**src/rtl/led_bank_ctrl_if.sv**
```systemverilog
// Configuration handshake bundle for led_bank_ctrl.
//   cfg_valid_i   : configuration offered (master -> slave)
//   cfg_ready_o   : configuration can be accepted (slave -> master)
//   cfg_mode_i    : 0 static, 1 blink, 2 rotate-left, 3 count
//   cfg_pattern_i : initial value / blink pattern
//   cfg_mask_i    : 1 = bit is written by this config and its ticks
//   cfg_presc_i   : tick period minus one
interface led_bank_ctrl_if #(
  parameter int NumLeds    = 8,
  parameter int PrescWidth = 16
);
  logic                  cfg_valid_i;
  logic                  cfg_ready_o;
  logic [1:0]            cfg_mode_i;
  logic [NumLeds-1:0]    cfg_pattern_i;
  logic [NumLeds-1:0]    cfg_mask_i;
  logic [PrescWidth-1:0] cfg_presc_i;

  modport master (
    output cfg_valid_i, cfg_mode_i, cfg_pattern_i, cfg_mask_i, cfg_presc_i,
    input  cfg_ready_o
  );

  modport slave (
    input  cfg_valid_i, cfg_mode_i, cfg_pattern_i, cfg_mask_i, cfg_presc_i,
    output cfg_ready_o
  );
endinterface

```
**src/rtl/led_bank_ctrl.sv**
```systemverilog
// Pattern sequencer for a bank of disabled-hold D-flip-flop LED cells.
// Accepts a mode/pattern/mask/period config and emits one-cycle per-bit write
// strobes (led_dis_o low) carrying data on led_d_o. shadow_o mirrors what the
// downstream cells hold, since the cells themselves have no reset.
//   clk_i, rst_ni : clock (shared with cells), async active-low reset
//   cfg           : configuration handshake (slave side)
//   led_d_o       : cell data inputs
//   led_dis_o     : cell disable inputs, 1 = hold, 0 = load
//   shadow_o      : mirror of the cell contents
module led_bank_ctrl #(
  parameter int NumLeds    = 8,
  parameter int PrescWidth = 16
) (
  input  logic               clk_i,
  input  logic               rst_ni,
  led_bank_ctrl_if.slave     cfg,
  output logic [NumLeds-1:0] led_d_o,
  output logic [NumLeds-1:0] led_dis_o,
  output logic [NumLeds-1:0] shadow_o
);

  typedef enum logic {ST_INIT, ST_RUN} state_e;

  localparam logic [1:0] ModeStatic = 2'd0;
  localparam logic [1:0] ModeBlink  = 2'd1;
  localparam logic [1:0] ModeRotate = 2'd2;
  localparam logic [1:0] ModeCount  = 2'd3;

  localparam logic [NumLeds-1:0]    LedOne = {{(NumLeds-1){1'b0}}, 1'b1};
  localparam logic [PrescWidth-1:0] CntOne = {{(PrescWidth-1){1'b0}}, 1'b1};

  state_e                state_q, state_d;
  logic [1:0]            mode_q, mode_d;
  logic [NumLeds-1:0]    pattern_q, pattern_d;
  logic [NumLeds-1:0]    mask_q, mask_d;
  logic [PrescWidth-1:0] presc_q, presc_d;
  logic [PrescWidth-1:0] cnt_q, cnt_d;
  logic                  phase_q, phase_d;
  logic [NumLeds-1:0]    led_d_q, led_d_d;
  logic [NumLeds-1:0]    led_dis_q, led_dis_d;
  logic [NumLeds-1:0]    shadow_q, shadow_d;
  logic                  ready_q, ready_d;

  logic                  accept, wrap, tick, wr;
  logic [NumLeds-1:0]    wr_val, wr_mask;

  assign accept = cfg.cfg_valid_i & ready_q;
  assign wrap   = (cnt_q == presc_q);
  // Static mode keeps the prescaler cycling but never turns a wrap into a write.
  assign tick   = (state_q == ST_RUN) && wrap && (mode_q != ModeStatic);

  // ---------------- FSM: state register ----------------
  always_ff @(posedge clk_i or negedge rst_ni) begin
    if (!rst_ni) state_q <= ST_INIT;
    else         state_q <= state_d;
  end

  // ---------------- FSM: next state ----------------
  // INIT holds for exactly one cycle so the cells see at least one clearing edge.
  always_comb begin
    state_d = state_q;
    case (state_q)
      ST_INIT: state_d = ST_RUN;
      ST_RUN:  state_d = ST_RUN;
      default: state_d = ST_INIT;
    endcase
  end

  // ---------------- config capture, prescaler and write value ----------------
  always_comb begin
    mode_d    = mode_q;
    pattern_d = pattern_q;
    mask_d    = mask_q;
    presc_d   = presc_q;
    cnt_d     = cnt_q;
    phase_d   = phase_q;
    wr        = 1'b0;
    wr_val    = '0;
    wr_mask   = '0;

    if (state_q == ST_RUN) cnt_d = wrap ? '0 : cnt_q + CntOne;

    // Accept takes priority over a coincident tick and restarts the prescaler.
    if (accept) begin
      mode_d    = cfg.cfg_mode_i;
      pattern_d = cfg.cfg_pattern_i;
      mask_d    = cfg.cfg_mask_i;
      presc_d   = cfg.cfg_presc_i;
      cnt_d     = '0;
      phase_d   = 1'b1;
      wr        = 1'b1;
      wr_val    = cfg.cfg_pattern_i;
      wr_mask   = cfg.cfg_mask_i;
    end else if (tick) begin
      wr      = 1'b1;
      wr_mask = mask_q;
      case (mode_q)
        ModeBlink: begin
          phase_d = ~phase_q;
          wr_val  = phase_q ? '0 : pattern_q;  // value follows the new phase
        end
        // Rotate/count work on the full shadow, including unmasked bits.
        ModeRotate: wr_val = {shadow_q[NumLeds-2:0], shadow_q[NumLeds-1]};
        ModeCount:  wr_val = shadow_q + LedOne;
        default:    wr_val = '0;
      endcase
    end
  end

  // ---------------- FSM: outputs (registered) ----------------
  always_comb begin
    ready_d   = (state_d == ST_RUN);
    led_dis_d = wr ? ~wr_mask : '1;
    led_d_d   = wr ? (wr_val & wr_mask) : led_d_q;
    shadow_d  = wr ? ((wr_val & wr_mask) | (shadow_q & ~wr_mask)) : shadow_q;
  end

  // Reset drives dis=0/d=0 so the cells clear on every edge while reset is held.
  always_ff @(posedge clk_i or negedge rst_ni) begin
    if (!rst_ni) begin
      mode_q    <= ModeStatic;
      pattern_q <= '0;
      mask_q    <= '0;
      presc_q   <= '0;
      cnt_q     <= '0;
      phase_q   <= 1'b0;
      led_d_q   <= '0;
      led_dis_q <= '0;
      shadow_q  <= '0;
      ready_q   <= 1'b0;
    end else begin
      mode_q    <= mode_d;
      pattern_q <= pattern_d;
      mask_q    <= mask_d;
      presc_q   <= presc_d;
      cnt_q     <= cnt_d;
      phase_q   <= phase_d;
      led_d_q   <= led_d_d;
      led_dis_q <= led_dis_d;
      shadow_q  <= shadow_d;
      ready_q   <= ready_d;
    end
  end

  assign led_d_o         = led_d_q;
  assign led_dis_o       = led_dis_q;
  assign shadow_o        = shadow_q;
  assign cfg.cfg_ready_o = ready_q;

endmodule
```
**src/flat_wrapper.sv**
```systemverilog
// flat-port wrapper written by rule: the top's interface ports become plain ports
module led_bank_ctrl_flat 
#(
  parameter int NumLeds    = 8,
  parameter int PrescWidth = 16
)
  (clk_i, rst_ni, led_d_o, led_dis_o, shadow_o, cfg_cfg_valid_i, cfg_cfg_mode_i, cfg_cfg_pattern_i, cfg_cfg_mask_i, cfg_cfg_presc_i, cfg_cfg_ready_o);
  led_bank_ctrl_if #(.NumLeds(NumLeds), .PrescWidth(PrescWidth)) cfg_i ();
  input  logic clk_i;
  input  logic rst_ni;
  output logic [NumLeds-1:0] led_d_o;
  output logic [NumLeds-1:0] led_dis_o;
  output logic [NumLeds-1:0] shadow_o;
  input wire logic [$bits(cfg_i.cfg_valid_i)-1:0] cfg_cfg_valid_i;
  input wire logic [$bits(cfg_i.cfg_mode_i)-1:0] cfg_cfg_mode_i;
  input wire logic [$bits(cfg_i.cfg_pattern_i)-1:0] cfg_cfg_pattern_i;
  input wire logic [$bits(cfg_i.cfg_mask_i)-1:0] cfg_cfg_mask_i;
  input wire logic [$bits(cfg_i.cfg_presc_i)-1:0] cfg_cfg_presc_i;
  output wire logic [$bits(cfg_i.cfg_ready_o)-1:0] cfg_cfg_ready_o;
  assign cfg_i.cfg_valid_i = cfg_cfg_valid_i;
  assign cfg_i.cfg_mode_i = cfg_cfg_mode_i;
  assign cfg_i.cfg_pattern_i = cfg_cfg_pattern_i;
  assign cfg_i.cfg_mask_i = cfg_cfg_mask_i;
  assign cfg_i.cfg_presc_i = cfg_cfg_presc_i;
  assign cfg_cfg_ready_o = cfg_i.cfg_ready_o;
  led_bank_ctrl #(.NumLeds(NumLeds), .PrescWidth(PrescWidth)) u_core (.clk_i(clk_i), .rst_ni(rst_ni), .cfg(cfg_i), .led_d_o(led_d_o), .led_dis_o(led_dis_o), .shadow_o(shadow_o));
endmodule
```
**config.mk**
```make
export PLATFORM = sky130hd
export DESIGN_NAME = led_bank_ctrl_flat
export DESIGN_NICKNAME = d
export VERILOG_FILES = /design/src/rtl/led_bank_ctrl_if.sv /design/src/rtl/led_bank_ctrl.sv /design/src/flat_wrapper.sv
export SDC_FILE = /design/constraint.sdc
export NUM_CORES = 1
export LEC_CHECK = 0
export ABC_AREA = 1
export BUFFER_PORTS_ARGS = -buffer_cell sky130_fd_sc_hd__buf_2
export CORE_ASPECT_RATIO = 1.4
export CORE_MARGIN = 2
export CORE_UTILIZATION = 44
export DETAILED_ROUTE_END_ITERATION = 10
export HOLD_SLACK_MARGIN = 0.1
export PLACE_DENSITY = 0.64
export SLEW_MARGIN = 20
export SYNTH_ARGS = -nofsm -noshare
export SYNTH_HDL_FRONTEND = slang
export SYNTH_SLANG_ARGS = --single-unit
```
**constraint.sdc**
```tcl
create_clock -name clk_i -period 2.1 [get_ports clk_i]
set_input_delay 0.42 -clock clk_i [delete_from_list [all_inputs] [get_ports clk_i]]
set_output_delay 0.42 -clock clk_i [all_outputs]
set_load 0.005 [all_outputs]
```
# ---- Yosys cells after proc, flatten, opt, wreduce, memory -nomap -nowiden
# Index checks and enable logic that the tools add are counted.
dict set report classes {
  n_shift 0
  muxes 15
  reduce_logical 7
  add_sub_neg 2
  n_bitwise 6
  n_mul 0
  magnitude_cmp 0
  eq_ne 4
  div 0
}
# op count
set op_table {}
lappend op_table {{two-way mux 16 bit} 3}
lappend op_table {{two-way mux 8 bit} 6}
lappend op_table {{one-hot mux 8 bit (3 select lines)} 1}
lappend op_table {{adder 16 x 1 -> 16 bit, second input constant} 1}
lappend op_table {{bitwise AND 8 bit} 2}
lappend op_table {{equality test 16 bit} 1}
lappend op_table {{adder 8 x 1 -> 8 bit, second input constant} 1}
lappend op_table {{inverter 8 bit} 1}
lappend op_table {{OR 8 bit} 1}
lappend op_table {{nonzero test 2 bit} 4}
lappend op_table {{two-way mux 1 bit} 5}
lappend op_table {{equality test 2 bit, second input constant} 2}
lappend op_table {{equality test 2 x 1 -> 1 bit, second input constant} 1}
lappend op_table {{logical AND 1 bit} 2}
lappend op_table {{AND reduction 2 bit} 1}
lappend op_table {{bitwise AND 1 bit} 1}
lappend op_table {{inverter 1 bit} 1}
dict set report word_totals {
  in_bits 37
  mem_count 0
  output_inout_bits 25
  register_bits 76
  mem_bits_rw 0
  romBits 0
  latch_bits 0
  wordCells 44
}

# ---- Longest topological paths before layout
dict set report logic_depth {
  word_depth 8
  mapped_depth 13
  mapped_depth_nobuf 12
}

# ---- Worst setup path before layout
# No wires, ideal clock.
dict set report synth_path {
  path_kind {reg2reg}
  from {register u_core.state_q}
  to {register (tool-made name)}
  arrival_ns 1.383
  setup_slack_ns 0.598
  stages_incl_launch_ff 10
  n_path_buf 2
  synth_period_minus_slack_ns 1.502
  setup_time_ns 0.119
  t_required_ns 1.981
  cell_sequence {dfrtp_1 -> buf_4 -> inv_2 -> a21oi_2 -> nand3_4 -> nand2_2 -> buf_6 -> nand2_1 -> nand2_1 -> nand2_1}
}
# item line_no
set synth_lines {}
lappend synth_lines {{start: declaration} led_bank_ctrl.sv:32} ;# state_e state_q, state_d;
lappend synth_lines {{start signal: assignment} led_bank_ctrl.sv:55} ;# else state_q <= state_d;

# ---- Final worst setup path
dict set report layout_path {
  from {register u_core.cnt_q[0]}
  to {register u_core.cnt_q[12]}
}
dict set report layout_via {
  elab_chain_cells 4
  word_cells_on_any_way 5
  classes_between {add/sub (1); eq/ne (1); mux (3)}
}
# item line_no
set layout_rtl {}
lappend layout_rtl {{start: declaration} led_bank_ctrl.sv:37} ;# logic [PrescWidth-1:0] cnt_q, cnt_d;
lappend layout_rtl {{start signal: assignment} led_bank_ctrl.sv:136} ;# cnt_q <= cnt_d;
lappend layout_rtl {{adder 16 x 1 -> 16 bit / equality test 16 bit (equally long branches)} {led_bank_ctrl.sv:81, led_bank_ctrl.sv:48}}
lappend layout_rtl {{two-way mux 16 bit (*) (2 in a row)} led_bank_ctrl.sv:81} ;# if (state_q == ST_RUN) cnt_d = wrap ? '0 : cnt_q + CntOne;
lappend layout_rtl {{two-way mux 16 bit (*)} led_bank_ctrl.sv:84} ;# if (accept) begin
# Every way passes the cells marked *; elsewhere a longest branch is shown, timed or not. The select of a mux whose other input is x is not followed.
# A chain may end at the register's enable or synchronous reset.

==> summary.txt <==
Status
  – Outcome: finished clean

CTS
  – Sink Count: 76
  – CTS Buf Count: 9
  – Clk Latency, worst-skew pair: ~340 ps
  – Setup Buffers After CTS: 0
  – Clk slew on worst S/H paths: 60 ps
  – CTS tree: built
  – Hold_buf cts: 0
  – Root Buffer Master: clkbuf_16
  – CTS Buffer Depth: 2
  – Resized Gates After CTS: 0
  – CTS HTree Levels: 3

Logic synthesis
  – Synth area leader: dfrtp_1
  – Mapped Nets: 537
  – Mapped Cells: around 500
  – Synthesized area per cell: a little under 8 um^2
  – Syn. warnings: 0
  – Yosys reg bits: 76
  – Synth top area share: 0.494
  – Netlist cell types: 30
  – Sequential element share of the synthesized area: 0.494
  – Mapped cell area: 0.00385 mm^2
  – Synth area leaders: dfrtp_1, nand2_1, nor2_1

STA
  – Slew @ Worst Pin: between 600 and 700 ps
  – Final hold slack: approximately 110 ps
  – Final Hold Fails: 0
  – Pins Over Slew Limit: 0
  – Setup tns final: 0 ps
  – Final clock skew: 6.61 ps
  – RSZ-0062 raised after global routing: no
  – Peak Freq: approximately 0.55 GHz
  – Slew HR: 0.592
  – Final setup vio count: 0
  – Period utilization: 0.863
  – Min cycle time layout: approximately 1800 ps

Finish
  – Net count, final: between 600 and 700
  – Ant diodes: 0
  – Ratio of cells with drive above 1 in the final layout: 0.186
  – Area occupied by registers: roughly 0.0019 mm^2
  – Fillers: 851
  – Multi-input logic area: between 0.0015 and 0.002 mm^2
  – P&R area growth vs syn: 20.2%

Global routing
  – Vias in the first global route: 3323
  – Initial antenna violation count: 0
  – Total global routing overflow: 0
  – Total GRT Usage: 0.207
  – Global-route wire length before repair: around 16000 um
  – Pin count of the biggest net entering global routing: 46

Floorplan
  – Horiz. Die Dim: 83.1 um
  – Die Y: 115 um
  – Die ar.: 0.00953 mm^2
  – Ports: 62
  – Floorplan core area: 0.00856 mm^2
  – Cell Rows: 40
  – Initial Util: 0.450

Worst setup path
  – CP required: approximately 2300 ps
  – Reg2Reg Depth: 10
  – Crit path kind: reg2reg
  – CP max FO: 4
  – Crit path DAT: 2030 ps
  – Startpoint types: register
  – Crit end category: register
  – Reg2Reg Setup Slack: slightly below 300 ps
  – Worst r2r src: u_core.cnt_q[0]$_DFFE_PN0P_
  – Worst r2r dst: u_core.cnt_q[12]$_DFFE_PN0P_

Power and ir drop
  – PwrDens: roughly 850 mW/mm^2
  – Maximum vdd drop: 0.480 mV
  – Pleak: 2.44 nW

Detailed routing
  – WL met1: a little under 4000 um
  – Detail Route Antenna Nets: 0
  – Met2 Wirelength: around 4700 um
  – Top Metal Used: met4
  – Pre-antenna DRT Iters: 4
  – Routed wl met3: 310 um
  – Starting DRT DRC Count: roughly 160
  – Final wirelength: between 9000 and 10000 um
  – Routed length per placed instance: around 13 um
  – Vias per Instance: a little under 5
  – DR vias: between 3000 and 4000
  – DRC: 0

Worst hold path
  – Min-Delay Path Class: in2async

Placement
  – PortBufs: 61
  – Hpwl dp: between 6000 and 7000 um
  – Gp weighted congestion: 0.845

Flow run
  – Max_cap viols: 0
## per-stage QoR
step,instance area [um^2],power (W),setup slack [ps],instances,utilization
floorplan,3850,0.00209,598,498,-
global placement,4310,0.00229,305,663,0.504
detailed placement,4310,0.00231,302,663,0.504
CTS,4630,0.00397,272,679,0.541
global route,4630,0.00411,102,679,0.541
finish,4630,0.00392,288,679,0.541
## synth_stat cells
cell type  number
o22ai_1         2
a21oi_2         1
nand3_4         1
xor2_1         10
nor3_1          7
conb_1          1
xnor2_1         9
nor2_1         53
or2_2           7
o21bai_1        2
clkbuf_1        4
dfrtp_1        76
inv_1          48
nor2_8          1
a21oi_1        14
a22oi_1         4
buf_2           2
nand2_2         2
nor4_4          1
buf_6           2
ha_1            2
buf_4           3
o21ai_0        21
inv_2           3
o221ai_1        1
nor3_2          1
nor2_4          3
nand2_1       195
nand3_1        14
nand4_1         8
## power breakdown
group | internal (W) | switching, W
logic | 0.000227 | 0.000325
registers | 0.00160 | 0.000124
clock network | 0.00105 | 0.000594
## worst max-delay path, cell delays in order, from the launching register on
cell	delay, ps
dfrtp_1	420
ha_1	190
nand2_1	70
nor2_1	210
nand4_1	140
nor2_1	120
nand2_1	100
nor2_1	150
nand2_1	90
xor2_1	140
nor2_1	60
## placed cells by master, fill, tap and decap left out, types with 2 or more instances in the layout
cell type  Yosys  routed
buf_4          3      10
o21bai_1       2       2
ha_1           2       2
nor2_4         3       3
or2_2          7       7
buf_2          2      60
nand4_1        8       8
nor2_1        53      53
dfrtp_1       76      76
a22oi_1        4       4
a21oi_1       14      14
xor2_1        10      10
nand2_1      195     195
nand3_1       14      14
clkbuf_16      0       9
nand2_2        2       2
inv_2          3       3
o21ai_0       21      21
inv_1         48      48
xnor2_1        9       9
nor3_1         7       7
o22ai_1        2       2
clkbuf_8       0       4
## logic make-up after synthesis
logic type / count (synthesis) / synth area share
AO/OA/AOI/OAI: 45 / 0.0649
buffers and inverters: 62 / 0.0679
AND/OR/NAND/NOR: 293 / 0.323
adder cells (fa/ha/maj): 2 / 0.00649
other: 1 / 0.000973
XOR/XNOR: 19 / 0.0432
flip-flops: 76 / 0.494
## layer usage
layer | vias to the layer above | global-route usage
li1 | 1686 | -
met1 | 1554 | 0.251
met2 | 60 | 0.361
met3 | 12 | 0.0402
met4 | 0 | 0.0885
met5 | - | 0
## final cells by class
cell class | instances | area share
inverters | 51 | 0.0413
clock buffers | 13 | 0.0605
multi-input cells | 360 | 0.365
flip-flops and latches | 76 | 0.410
clock inverters | 3 | 0.00918
repair buffers | 71 | 0.0853
well taps | 105 | 0.0284
## how the worst max path moves through the flow
stage / startpoint / depth (start not counted) / slack [ps] / to
after floorplan: u_core.state_q$_DFF_PN0_ / 9 / 600 / register
after global placement: u_core.cnt_q[1]$_DFFE_PN0P_ / 13 / 310 / register
after detailed placement: u_core.cnt_q[1]$_DFFE_PN0P_ / 13 / 300 / register
after CTS: u_core.cnt_q[4]$_DFFE_PN0P_ / 11 / 270 / register
after global routing: u_core.cnt_q[0]$_DFFE_PN0P_ / 10 / 100 / u_core.cnt_q[12]$_DFFE_PN0P_
final: u_core.cnt_q[0]$_DFFE_PN0P_ / 10 / 290 / u_core.cnt_q[12]$_DFFE_PN0P_
Power figures use the tool's default switching activity.
